File: src/rtl/fpu_int2flt.sv
// Multi-cycle int32 -> binary32 converter (FCVT.S.W / FCVT.S.WU) with valid/ready on both sides.
// Optional inexact flag output out_nx when FPU_INT2FLT_FLAGS_EN is defined.
module fpu_int2flt #(
  parameter int SHIFT_PER_CYCLE = 8
) (
  input  logic        clock,
  input  logic        reset_n,
  input  logic        flush,
  input  logic        in_valid,
  output logic        in_ready,
  input  logic [31:0] in,
  input  logic        is_signed,
  input  logic [2:0]  rm,
  output logic        out_valid,
  input  logic        out_ready,
`ifdef FPU_INT2FLT_FLAGS_EN
  output logic        out_nx,
`endif
  output logic [31:0] out
);

  typedef enum logic [1:0] {IDLE, NORM, ROUND, DONE} state_t;

  state_t      state, state_nxt;
  logic        sign;
  logic [31:0] mag;
  logic [7:0]  exp;
  logic [2:0]  rm_q;
  logic [31:0] res;
  logic        accept;
  logic        in_sign;
  logic [31:0] in_mag;
  logic [5:0]  shamt;
  logic        ru;

  // Leading zeros within the top SHIFT_PER_CYCLE bits; equals SHIFT_PER_CYCLE when all are zero.
  function automatic logic [5:0] lead_zeros(input logic [31:0] v);
    logic [5:0] n;
    logic       found;
    n     = 6'd0;
    found = 1'b0;
    for (int i = 31; i >= 32 - SHIFT_PER_CYCLE; i--) begin
      if (!found) begin
        if (v[i]) found = 1'b1;
        else      n = n + 6'd1;
      end
    end
    return n;
  endfunction

  function automatic logic round_up(input logic [2:0] mode, input logic neg,
                                    input logic lsb, input logic gb,
                                    input logic rb, input logic sb);
    logic up;
    logic inexact;
    inexact = gb | rb | sb;
    case (mode)
      3'b000:  up = gb & (rb | sb | lsb);
      3'b010:  up = inexact & neg;
      3'b011:  up = inexact & ~neg;
      3'b100:  up = gb;
      default: up = 1'b0;
    endcase
    return up;
  endfunction

  assign in_ready  = (state == IDLE);
  assign out_valid = (state == DONE);
  assign out       = res;
  assign accept    = in_valid && in_ready && !flush;
  assign in_sign   = is_signed & in[31];
  assign in_mag    = in_sign ? (~in + 32'd1) : in;
  assign shamt     = lead_zeros(mag);
  assign ru        = round_up(rm_q, sign, mag[8], mag[7], mag[6], |mag[5:0]);

  always_ff @(posedge clock or negedge reset_n) begin
    if (!reset_n) state <= IDLE;
    else          state <= state_nxt;
  end

  always_comb begin
    state_nxt = state;
    case (state)
      IDLE:    if (in_valid) state_nxt = (in_mag == 32'd0) ? DONE : NORM;
      NORM:    if (mag[31]) state_nxt = ROUND;
      ROUND:   state_nxt = DONE;
      DONE:    if (out_ready) state_nxt = IDLE;
      default: state_nxt = IDLE;
    endcase
    if (flush) state_nxt = IDLE;
  end

  always_ff @(posedge clock or negedge reset_n) begin
    if (!reset_n) begin
      sign <= 1'b0;
      mag  <= 32'd0;
      exp  <= 8'd0;
      rm_q <= 3'd0;
      res  <= 32'd0;
    end else if (accept) begin
      sign <= in_sign;
      mag  <= in_mag;
      exp  <= 8'd158;
      rm_q <= rm;
      if (in_mag == 32'd0) res <= 32'd0;
    end else if (state == NORM && !mag[31]) begin
      mag <= mag << shamt;
      exp <= exp - {2'b00, shamt};
    end else if (state == ROUND) begin
      // A mantissa carry ripples into the exponent field through the joint add.
      res <= {sign, {exp, mag[30:8]} + {30'd0, ru}};
    end
  end

`ifdef FPU_INT2FLT_FLAGS_EN
  logic nx_q;
  always_ff @(posedge clock or negedge reset_n) begin
    if (!reset_n)                  nx_q <= 1'b0;
    else if (flush)                nx_q <= 1'b0;
    else if (accept)               nx_q <= 1'b0;
    else if (state == ROUND)       nx_q <= mag[7] | mag[6] | (|mag[5:0]);
  end
  assign out_nx = nx_q;
`endif

endmodule
File: config.mk
export PLATFORM = sky130hd
export DESIGN_NAME = fpu_int2flt
export DESIGN_NICKNAME = d
export VERILOG_FILES = /design/src/rtl/fpu_int2flt.sv
export SDC_FILE = /design/constraint.sdc
export NUM_CORES = 1
export LEC_CHECK = 0
export BUFFER_PORTS_ARGS = -buffer_cell sky130_fd_sc_hd__buf_2
export CORE_MARGIN = 8
export CORE_UTILIZATION = 27
export DETAILED_ROUTE_END_ITERATION = 16
export SLEW_MARGIN = 20
export SYNTH_ARGS = -nofsm -noshare
export SYNTH_HDL_FRONTEND = slang
export SYNTH_SLANG_ARGS = --single-unit
export TNS_END_PERCENT = 20
File: constraint.sdc
create_clock -name clock -period 16.9 [get_ports clock]
set_clock_uncertainty 0.2 [all_clocks]
set_input_delay 2.535 -clock clock [delete_from_list [all_inputs] [get_ports clock]]
set_output_delay 2.535 -clock clock [all_outputs]
set_load 0.02 [all_outputs]
## Word level (Yosys, flattened, before mapping)

Index checks and enable logic that the tools add are counted.

- Shift operators: 1
- Bitwise logic cells: 10
- Muxes and demuxes: 44
- Reductions and logical operators: 13
- Add/subtract/negate cells: 10
- Equal/unequal tests: 11

Operators by type and width:

| operator | count |
|---|---|
| $mux W32 | 7 |
| $mux W6 | 14 |
| $add A6 B1 Y6 const B | 7 |
| $add A32 B1 Y32 const B | 1 |
| $logic_not A32 Y1 | 1 |
| $not A32 Y32 | 1 |
| $shl A32 B6 Y32 | 1 |
| $add A31 B1 Y31 | 1 |
| $mux W8 | 2 |
| $mux W1 | 14 |
| $mux W2 | 5 |
| $pmux W2 S4 | 1 |
| $sub A8 B6 Y8 | 1 |
| $eq A3 B2 Y1 const B | 2 |
| $ne A3 B3 Y1 const B | 2 |
| $reduce_and A3 Y1 | 2 |
| $reduce_or A6 Y1 | 1 |
| $and A1 B1 Y1 | 4 |
| $eq A2 B2 Y1 const B | 2 |
| $or A1 B1 Y1 | 4 |
| $pmux W1 S4 | 1 |
| $reduce_bool A2 Y1 | 2 |
| $eq A3 B3 Y1 const B | 1 |
| $logic_and A1 B1 Y1 | 3 |
| other kinds (8) | 9 |

- Bits in registers: 78
- Output and inout port bits: 34
- Logic and storage cells: 95

## Depth between registers and ports, before layout

Gate-level depths: netlist (run 1).

- Depth after elaboration: 25
- Depth in mapped cells: 32
- Gate-level depth less buffers: 30

## Least setup slack after synthesis (run 1)

OpenSTA, ideal clock, no wires.

- Kind: register to register
- From: reg mag[31]
- To: reg exp[7]
- Cell stages (with the launch flop): 32
- Data required time: 16.566 ns
- Slack: 9.967 ns
- Arrival: 6.600 ns
- Cell sequence: dfrtp_1 > clkbuf_1 > nor2_1 > ha_1 > o21a_1 > ha_1 > nand2b_1 > a21boi_0 > ha_1 > a21o_1 > ha_1 > mux2_2 > ha_1 > nor3_1 > a21oi_1 > a21oi_1 > a21oi_1 > ha_1 > nor4b_1 > xnor2_1 > xnor2_1 > mux2i_1 > o22ai_1 > buf_2 > clkinv_1 > ha_1 > a21o_1 > a21o_1 > a21o_1 > a2111oi_0 > xnor2_1 > nand2_1

- Word-level cells in the longest chain between the ends: 25

RTL lines:

| element | line | text |
|---|---|---|
| from (decl) | 26 | `logic [31:0] mag;` |
| from (signal assigned) | 102 | `mag <= in_mag;` |
| from (signal assigned) | 107 | `mag <= mag << shamt;` |
| $mux W1 | 44 | `if (v[i]) found = 1'b1;` |
| $add A6 B1 Y6 | 45 | `else n = n + 6'd1;` |
| $mux W6 | 44 |  |
| $mux W6 | 43 | `if (!found) begin` |
| $add A6 B1 Y6 | 45 |  |
| $mux W6 | 44 |  |
| $mux W6 | 43 |  |
| $add A6 B1 Y6 | 45 |  |
| [9 not listed] | -- |  |
| $mux W6 | 44 |  |
| $mux W6 | 43 |  |
| $add A6 B1 Y6 | 45 |  |
| $mux W6 | 44 |  |
| $mux W6 | 43 |  |
| $sub A8 B6 Y8 | 108 | `exp <= exp - {2'b00, shamt};` |
| $mux W8 | 106 | `end else if (state == NORM && !mag[31]) begin` |
| $mux W8 | 100 | `end else if (accept) begin` |
| to (signal assigned) | 108 |  |
| to (decl) | 27 | `logic [7:0] exp;` |

Parallel ways exist; a longest one is shown, timed or not. The select of a mux whose other input is x is not followed.
A chain may end at the register's enable or synchronous reset.

## Final worst setup path (run 1)

- From: reg mag[30]
- To: reg exp[7]

- Word-level cells in the longest chain between the ends: 23

RTL lines:

| element | line |
|---|---|
| $mux W6 | 44 |
| $mux W6 | 43 |
| $add A6 B1 Y6 | 45 |
| $mux W6 | 44 |
| $mux W6 | 43 |
| $add A6 B1 Y6 | 45 |
| $mux W6 | 44 |
| $mux W6 | 43 |
| [7 not listed] | -- |
| $mux W6 | 44 |
| $mux W6 | 43 |
| $add A6 B1 Y6 | 45 |
| $mux W6 | 44 |
| $mux W6 (*) | 43 |
| $sub A8 B6 Y8 (*) | 108 |
| $mux W8 (*) | 106 |
| $mux W8 (*) | 100 |

Every way passes the cells marked *; elsewhere a longest branch is shown, timed or not. The select of a mux whose other input is x is not followed.

==> out/metrics.cfg, run 1 <==
[global_route]
grt_usage = 0.136
antenna_found_initial = 0
grt_pass1_vias = 6583
grt_overflow = 0
grt_max_degree = 79
grt_pass1_wl_microns = 36500

[finish]
drive_gt1_frac = 0.138
syn2layout_area_growth_pct = 11.9
multi_input_area_sq_um = 5030
final_cells = 1277
diodes = 0
nets = 993
fillerInstances = 2899
ff_latch_area_sq_um = 1950

[route]
drt_wl_total_microns = 22800
antenna_left = 0
routed_via_density = 5.35
wire_per_inst_microns = 17.8
dr_total_vias = 6826
drcViolationCount = 0
first_pass_iters = 5
drt_iter0_drc = 551

[synthesis]
postSynthCellCount = 903
syn_area_per_cell_sq_um = 8.14
ys_seq_elements = 78
async_reset_ff_frac = 1.00
ys_warn_count = 0
syn_area_sq_um = 7350
yosysUniqueCellTypes = 79
synth-edff-count = 0
syn-num-nets = 965
synth_flop_cell = dfrtp_1
seq_area_frac_synth = 0.265

[clock_tree]
cts_resized = 0
path_clk_slew_ns = 0.06
root_buffer = clkbuf_16
clock_path_buffers = 2
clk_latency_ns = 0.35
post_cts_buffers = 0
ctsHoldBuffers = 0
htreeDepth = 3
cts_sinks = 78
cts_tree = yes
numCtsBuffers = 9

[setup_path]
worstPathArrival_ns = 8.25
reg2reg_depth = 31
rrSetupSlack_ns = 8.65
crit_path_top_delay_cell = nor4b_1
end_kind = register
worst_path_most_repeated_cell = ha_1
worstPathMaxFanout = 35
rr_endpoint = exp[7]
cp_data_required_time_ns = 16.90
regToRegStartpoint = mag[30]
critPathKind = register to register
worstSetupStartpointType = register
max_stage_delay_ns = 0.71

[die]
coreArea_sq_um = 26900
die_h_microns = 181
io_pins = 75
start_util = 0.274
design.die.area_sq_um = 32800
rows = 60
die_width_microns = 181

[power_and_ir_drop]
peakVddDrop_mv = 0.0809
leakagePower_nw = 3.20
p_per_area_nw_per_um2 = 203

[timing]
fmax_mhz = 121
setup_tns_ns = 0
rsz0062_at_grt = no
period_needed_ns = 8.25
period_share = 0.488
tightest_slew_ns = 1.03
slew-limit-headroom = 0.315
hold_viol = 0
setup_viol = 0
maxSlewViolCount = 0
holdWs_ns = 0.305

[hold_path]
hold_class = register to register
min_from = rm_q[1]
whs_path_depth = 2
hold_end = rm_q[1]

[job]
drv_cap = 0

[placement]
portBuffers = 74
placedCellCount = 1261
place.detailed.hpwl_microns = 17400
gp_congestion = 0.956

[outcome]
status = completed

[worst max-delay path by stage]
stage	start	slack, ns	endpoint
3_5_place_dp	mag[30]	8.77	exp[7]
2_1_floorplan	mag[31]	9.97	exp[7]
6_report	mag[30]	8.65	exp[7]
3_3_place_gp	mag[30]	8.98	exp[7]
4_1_cts	mag[30]	8.75	exp[7]
5_1_grt	mag[30]	7.87	exp[7]
[registers in the layout (all words and copies together), names as in the netlist]
register,flops
rm_q,3
mag,32
out,32
exp,8
state,2
sign,1
[critical path, delay by kind of cell, from the launching register on]
| family | cells | cell delay, ns |
|---|---|---|
| AOI/OAI and AO/OA | 11 | 2.20 |
| xor gates and xnor gates | 3 | 0.52 |
| adders and majority gates | 7 | 2.02 |
| buffers and inverters | 3 | 1.06 |
| DFF | 1 | 0.56 |
| muxes | 2 | 0.39 |
| and+or+nand+nor | 5 | 1.14 |
[per-stage QoR]
step | cell area (sq um) | utilization | total power, mW | setup WS, ns
after detailed placement | 7920 | 0.295 | 1.46 | 8.77
final | 8230 | 0.306 | 1.67 | 8.65
after global routing | 8230 | 0.306 | 1.80 | 7.87
after global placement | 7920 | 0.295 | 1.45 | 8.98
after CTS | 8220 | 0.306 | 1.66 | 8.75
after floorplan | 7350 | - | 1.16 | 9.97
[cell usage in the layout, fill, tap and decap left out, types with 8 or more instances in the layout]
master / synthesis / layout
nor2_1: 101 / 100
nand2_1: 98 / 98
mux2i_1: 78 / 78
dfrtp_1: 78 / 78
buf_2: 9 / 73
a21oi_1: 51 / 51
xnor2_1: 40 / 40
o21ai_0: 38 / 38
xor2_1: 33 / 33
nand3_1: 33 / 33
a211oi_1: 30 / 30
ha_1: 20 / 20
inv_1: 19 / 19
nor3_1: 18 / 18
a31oi_1: 18 / 18
and3_1: 17 / 16
mux2_2: 9 / 9
a221oi_1: 9 / 9
clkbuf_16: 0 / 9
nand2b_1: 8 / 8
nor4_1: 8 / 8
a21o_1: 8 / 8
[layer usage]
layer	routed length [microns]	global-route usage	vias to the layer above
met4	313	0.0357	0
li1	-	-	3346
met1	11400	0.201	3198
met3	1870	0.0357	24
met2	9220	0.191	258
met5	0	0	-
[Yosys cell counts, types with 5 or more instances]
library cell    n  area share
nor2_1        101       0.052
nand2_1        98       0.050
dfrtp_1        78        0.27
mux2i_1        78        0.11
a21oi_1        51       0.035
clkbuf_1       40       0.020
xnor2_1        40       0.048
o21ai_0        38       0.026
nand3_1        33       0.022
xor2_1         33       0.039
a211oi_1       30       0.031
ha_1           20       0.034
inv_1          19      0.0097
a31oi_1        18       0.015
nor3_1         18       0.012
and3_1         17       0.014
a221oi_1        9       0.011
buf_2           9      0.0061
mux2_2          9       0.014
a21o_1          8      0.0082
nand2b_1        8      0.0068
nor4_1          8      0.0068
nand4_1         7      0.0060
nor2b_1         7      0.0060
o211ai_1        7      0.0071
o221ai_1        7      0.0083
buf_1           6      0.0031
or3_1           6      0.0051
a2bb2oi_1       5      0.0060
buf_4           5      0.0051
o21a_1          5      0.0051
[cell families (layout without fill, tap and decap cells)]
| family | after synthesis | in the layout | synth area share |
|---|---|---|---|
| AOI/OAI and AO/OA | 221 | 221 | 0.211 |
| adders and majority gates | 21 | 21 | 0.0368 |
| xor gates and xnor gates | 75 | 75 | 0.0929 |
| and+or+nand+nor | 333 | 333 | 0.220 |
| muxes | 88 | 88 | 0.122 |
| buffers and inverters | 87 | 120 | 0.0526 |
| DFF | 78 | 78 | 0.265 |
[cell type report]
| class | instances | share of cell area |
|---|---|---|
| clock buffers | 11 | 0.0295 |
| clock inverters | 5 | 0.00715 |
| inverters | 23 | 0.0105 |
| multi-input cells | 738 | 0.612 |
| flip-flops and latches | 78 | 0.237 |
| well taps | 341 | 0.0519 |
| repair buffers | 81 | 0.0522 |
[report_power, final]
group	internal [mW]	leakage [nW]	switching [mW]	total, mW
registers	0.277	0.927	0.136	0.413
logic	0.411	2.13	0.647	1.06
clock network	0.118	0.142	0.0800	0.198
total	0.807	3.20	0.863	1.67
(Power assumes the default switching activity.)
==> run 2: changes to the inputs <==
--- a/config.mk
+++ b/config.mk
@@ -5,6 +5,7 @@
 export SDC_FILE = /design/constraint.sdc
 export NUM_CORES = 1
 export LEC_CHECK = 0
+export ABC_AREA = 1
 export BUFFER_PORTS_ARGS = -buffer_cell sky130_fd_sc_hd__buf_2
 export CORE_MARGIN = 8
 export CORE_UTILIZATION = 27
==> constraint.sdc (replaced) <==
create_clock -name clock -period 6.7 [get_ports clock]
set_clock_uncertainty 0.2 [all_clocks]
set_input_delay 1.005 -clock clock [delete_from_list [all_inputs] [get_ports clock]]
set_output_delay 1.005 -clock clock [all_outputs]
set_load 0.02 [all_outputs]
==> out/metrics.cfg, run 2 <==
[hold_path]
min_from = out[23]
hold_end = out[23]
whs_path_depth = 2
hold_class = register to register

[finish]
post-route-cell-area_sq_um = 8250
diodes = 0
syn2layout_area_growth_pct = 12.9
utilization = 0.309
layout_common_cells = 365 x nand2_1, 137 x nand3_1, 118 x inv_1
final_common_cell = nand2_1
nets = 1286
drive_gt1_frac = 0.115

[synthesis]
synth_common_cells = 365 x nand2_1, 137 x nand3_1, 118 x inv_1, 107 x nor2_1, 78 x dfrtp_1
synth_most_common_cell = nand2_1
synth_flop_cell = dfrtp_1
async_reset_ff_frac = 1.00
synth-edff-count = 0
postSynthCellCount = 1177
seq_area_frac_synth = 0.267
yosysTopAreaCellShare = 0.267
ys_seq_elements = 78
syn-num-nets = 1239
syn_area_per_cell_sq_um = 6.20
yosys.area.top_type = dfrtp_1
yosysUniqueCellTypes = 48
synth_area_leaders = dfrtp_1 27%, nand2_1 19%, nand3_1 9.4%, inv_1 6.1%, nor2_1 5.5%
syn_area_sq_um = 7300
ys_warn_count = 0

[setup_path]
rr_endpoint = mag[25]
worstPathArrival_ns = 5.81
worstPathMaxFanout = 32
rrSetupSlack_ns = 0.98
crit_path_top_delay_cell = nand2_1
regToRegStartpoint = mag[30]
end_kind = register
reg2reg_depth = 28
worst_path_most_repeated_cell = nand2_1
max_stage_delay_ns = 0.60
crit_buf_inv = 3
worstSetupStartpointType = register
cp_data_required_time_ns = 6.79
critPathKind = register to register
critPathTopFamily = simple AND/OR/NAND/NOR gates

[route]
drcViolationCount = 0
routed_via_density = 5.05
antenna_left = 0
wire_per_inst_microns = 16.4
drt_iter0_drc = 729
dr_total_vias = 7934
drt_wl_total_microns = 25700
first_pass_iters = 6

[timing]
tightest_slew_ns = 1.03
maxSlewViolCount = 0
setup_viol = 0
hold_viol = 0
period_needed_ns = 5.72
fmax_mhz = 175
rsz0062_at_grt = no
period_share = 0.854
slew-limit-headroom = 0.310
worst_slack_ns = 0.976
setup_tns_ns = 0

[clock_tree]
clk_latency_ns = 0.35
root_buffer = clkbuf_16
path_clk_slew_ns = 0.06
cts_sinks = 78
cts_tree = yes
clock_path_buffers = 2
post_cts_buffers = 0
htreeDepth = 3
ctsHoldBuffers = 0
numCtsBuffers = 9
cts_resized = 0

[placement]
placed_cell_area_sq_um = 7930
dp_slack_ns = 1.07
place.detailed.hpwl_microns = 19900
gp_congestion = 0.969
portBuffers = 74

[die]
coreArea_sq_um = 26700
io_pins = 75
die_width_microns = 180
design.die.area_sq_um = 32600
rows = 60
start_util = 0.273
die_h_microns = 180

[power_and_ir_drop]
p_total_mw = 4.45
leakagePower_nw = 4.06
p_per_area_nw_per_um2 = 539
peakVddDrop_mv = 0.214

[global_route]
grt_pass1_vias = 7544
antenna_found_initial = 1
grt_max_degree = 52
grt_pass1_wl_microns = 41400
grt_usage = 0.157
grt_overflow = 0

[job]
drv_cap = 0

[outcome]
status = completed

run 2: worst reg2reg max path: cells and delay by family, from the launching register on:
kind / cells / cell delay (ns)
adders and majority gates: 6 / 1.62
AOI/OAI and AO/OA: 2 / 0.62
DFF: 1 / 0.52
buffers and inverters: 3 / 0.20
and+or+nand+nor: 17 / 2.50
run 2: cells by family (layout without fill, tap and decap cells):
logic type      count (synthesis)  count (layout)  synth area share
simple gates                  693             693             0.416
buf+inv                       171             223            0.0975
compound gates                182             182             0.144
xor+xnor                       32              32            0.0384
fa+ha+maj                      21              21            0.0370
flops                          78              78             0.267
run 2: how the worst max path moves through the flow:
stage	from	end	slack [ns]	cells after the start
finish	mag[30]	mag[25]	0.98	28
global route	mag[30]	mag[29]	0.40	28
CTS	mag[30]	mag[25]	1.04	28
detailed placement	mag[30]	mag[25]	1.07	28
global placement	mag[30]	mag[25]	1.13	28
floorplan	mag[30]	exp[7]	1.42	35
run 2: cell type report:
class | count | area [sq um]
Clock buffer | 12 | 267
Clock inverter | 4 | 53.8
Fill cell | 3033 | 18500
Multi-Input combinational cell | 928 | 4640
Timing Repair Buffer | 82 | 433
Tap cell | 341 | 427
Inverter | 125 | 469
Sequential cell | 78 | 1950
run 2: metal layers:
metal	GRT usage	up-vias	routed length, microns
met5	0	-	10
met4	0.0403	2	447
met3	0.0361	34	1910
met2	0.237	277	10700
met1	0.220	3659	12600
li1	-	3962	-
run 2: report_power, final:
group          switching, mW  internal, mW
sequential             0.248         0.684
clock                  0.217         0.320
combinational           2.04         0.937
total                   2.51          1.94
run 2: through the flow:
stage | hold slack, ns | cells
after CTS | 0.296 | 1570
after floorplan | 0.266 | 1177
after detailed placement | 0.281 | 1554
after global placement | 0.277 | 1554
final | 0.290 | 1570
after global routing | 0.312 | 1570
==> run 3: changes to the inputs <==
--- a/config.mk
+++ b/config.mk
@@ -8,7 +8,7 @@
 export ABC_AREA = 1
 export BUFFER_PORTS_ARGS = -buffer_cell sky130_fd_sc_hd__buf_2
 export CORE_MARGIN = 8
-export CORE_UTILIZATION = 27
+export CORE_UTILIZATION = 30
 export DETAILED_ROUTE_END_ITERATION = 16
 export SLEW_MARGIN = 20
 export SYNTH_ARGS = -nofsm -noshare
==> out/metrics.cfg, run 3 (synthesized netlist as in run 2, its figures left out) <==
[outcome]
status = completed

[placement]
portBuffers = 74
place.detailed.hpwl_microns = 19200
gp_congestion = 0.930
placed_cell_area_sq_um = 7900

[route]
drt_wl_total_microns = 24800
drcViolationCount = 0
wire_per_inst_microns = 16.0
antenna_left = 0
dr_total_vias = 7866
drt_iter0_drc = 682
routed_via_density = 5.07
first_pass_iters = 6

[clock_tree]
post_cts_buffers = 0
path_clk_slew_ns = 0.06
cts_sinks = 78
ctsHoldBuffers = 0
cts_resized = 0
root_buffer = clkbuf_16
htreeDepth = 3
numCtsBuffers = 9
cts_tree = yes
clk_latency_ns = 0.35
clock_path_buffers = 2

[global_route]
grt_usage = 0.168
grt_pass1_wl_microns = 39600
grt_overflow = 0
grt_max_degree = 79
grt_pass1_vias = 7151
antenna_found_initial = 0

[finish]
multi_input_area_sq_um = 4640
nets = 1286
final_common_cell = nand2_1
syn2layout_area_growth_pct = 12.3
diodes = 0
fillerInstances = 2712
drive_gt1_frac = 0.112
layout_common_cells = 365 x nand2_1, 137 x nand3_1, 118 x inv_1
ff_latch_area_sq_um = 1950
post-route-cell-area_sq_um = 8200

[timing]
slew-limit-headroom = 0.362
maxSlewViolCount = 0
rsz0062_at_grt = no
fmax_mhz = 177
period_needed_ns = 5.64
period_share = 0.842
setup_viol = 0
tightest_slew_ns = 0.955
setup_tns_ns = 0
hold_viol = 0

[job]
drv_cap = 0

[power_and_ir_drop]
leakagePower_nw = 4.04
p_per_area_nw_per_um2 = 538
peakVddDrop_mv = 0.195

[setup_path]
critPathKind = register to register
worstSetupStartpointType = register
cp_data_required_time_ns = 6.73
crit_path_top_delay_cell = dfrtp_1
worstPathArrival_ns = 5.67
max_stage_delay_ns = 0.49
critPathTopFamily = adder cells
worstPathMaxFanout = 7
worst_path_most_repeated_cell = nor2_1
end_kind = register
crit_buf_inv = 4

[die]
io_pins = 75
die_width_microns = 172
design.die.area_sq_um = 29600
rows = 57
start_util = 0.303
die_h_microns = 172
coreArea_sq_um = 24100

[hold_path]
hold_class = register to register

run 3: cell types whose count changed in the layout (fill, tap and decap cells not counted), sizes merged:
cell    delta
clkinv     -1
run 3: per-stage QoR:
stage | util | cells | total power [mW] | hold WS [ns] | setup slack, ns
after global placement | 0.328 | 1537 | 3.85 | 0.279 | 1.25
after floorplan | - | 1177 | 3.08 | 0.266 | 1.42
after global routing | 0.340 | 1552 | 4.86 | 0.311 | 0.457
after CTS | 0.340 | 1552 | 4.38 | 0.296 | 1.13
after detailed placement | 0.328 | 1537 | 3.86 | 0.282 | 1.17
final | 0.340 | 1552 | 4.41 | 0.290 | 1.06
run 3: final timing paths:
path / startpoint / end / slack (ns) / depth (start not counted)
worst max-delay path: mag[30] / exp[7] / 1.06 / 34
worst min-delay path: out[10] / out[10] / 0.29 / 2
worst max register to register: mag[30] / exp[7] / 1.06 / 34
worst min register to register: out[10] / out[10] / 0.29 / 2
max in group asynchronous: reset_n / out[20] / 5.26 / 1
min in group asynchronous: reset_n / state[0] / 0.48 / 1
run 3: metal layers:
metal | GRT usage | vias to the layer above | share of wire
li1 | - | 3982 | -
met3 | 0.0324 | 27 | 0.073
met1 | 0.250 | 3606 | 0.49
met2 | 0.244 | 251 | 0.42
met5 | 0 | - | 0
met4 | 0.0405 | 0 | 0.014
run 3: power breakdown:
part           internal, mW  switching, mW  total (mW)  leakage (nW)
Clock                 0.297          0.208       0.505         0.135
Sequential            0.684          0.243       0.927         0.966
Combinational         0.940           2.04        2.98          2.94
run 3: area by class of cell:
class	instances	area share
sequential	78	0.238
tap	324	0.0494
clock inverter	3	0.00549
multi-input combinational	928	0.566
inverter	125	0.0572
clock buffer	12	0.0301
timing repair buffer	82	0.0533
run 3: worst reg2reg max path, delay by kind of cell, from the launching register on:
kind	cells	cell delay, ns
flops	1	0.49
simple gates	17	1.85
compound gates	6	0.84
fa+ha+maj	7	1.87
buf+inv	4	0.25
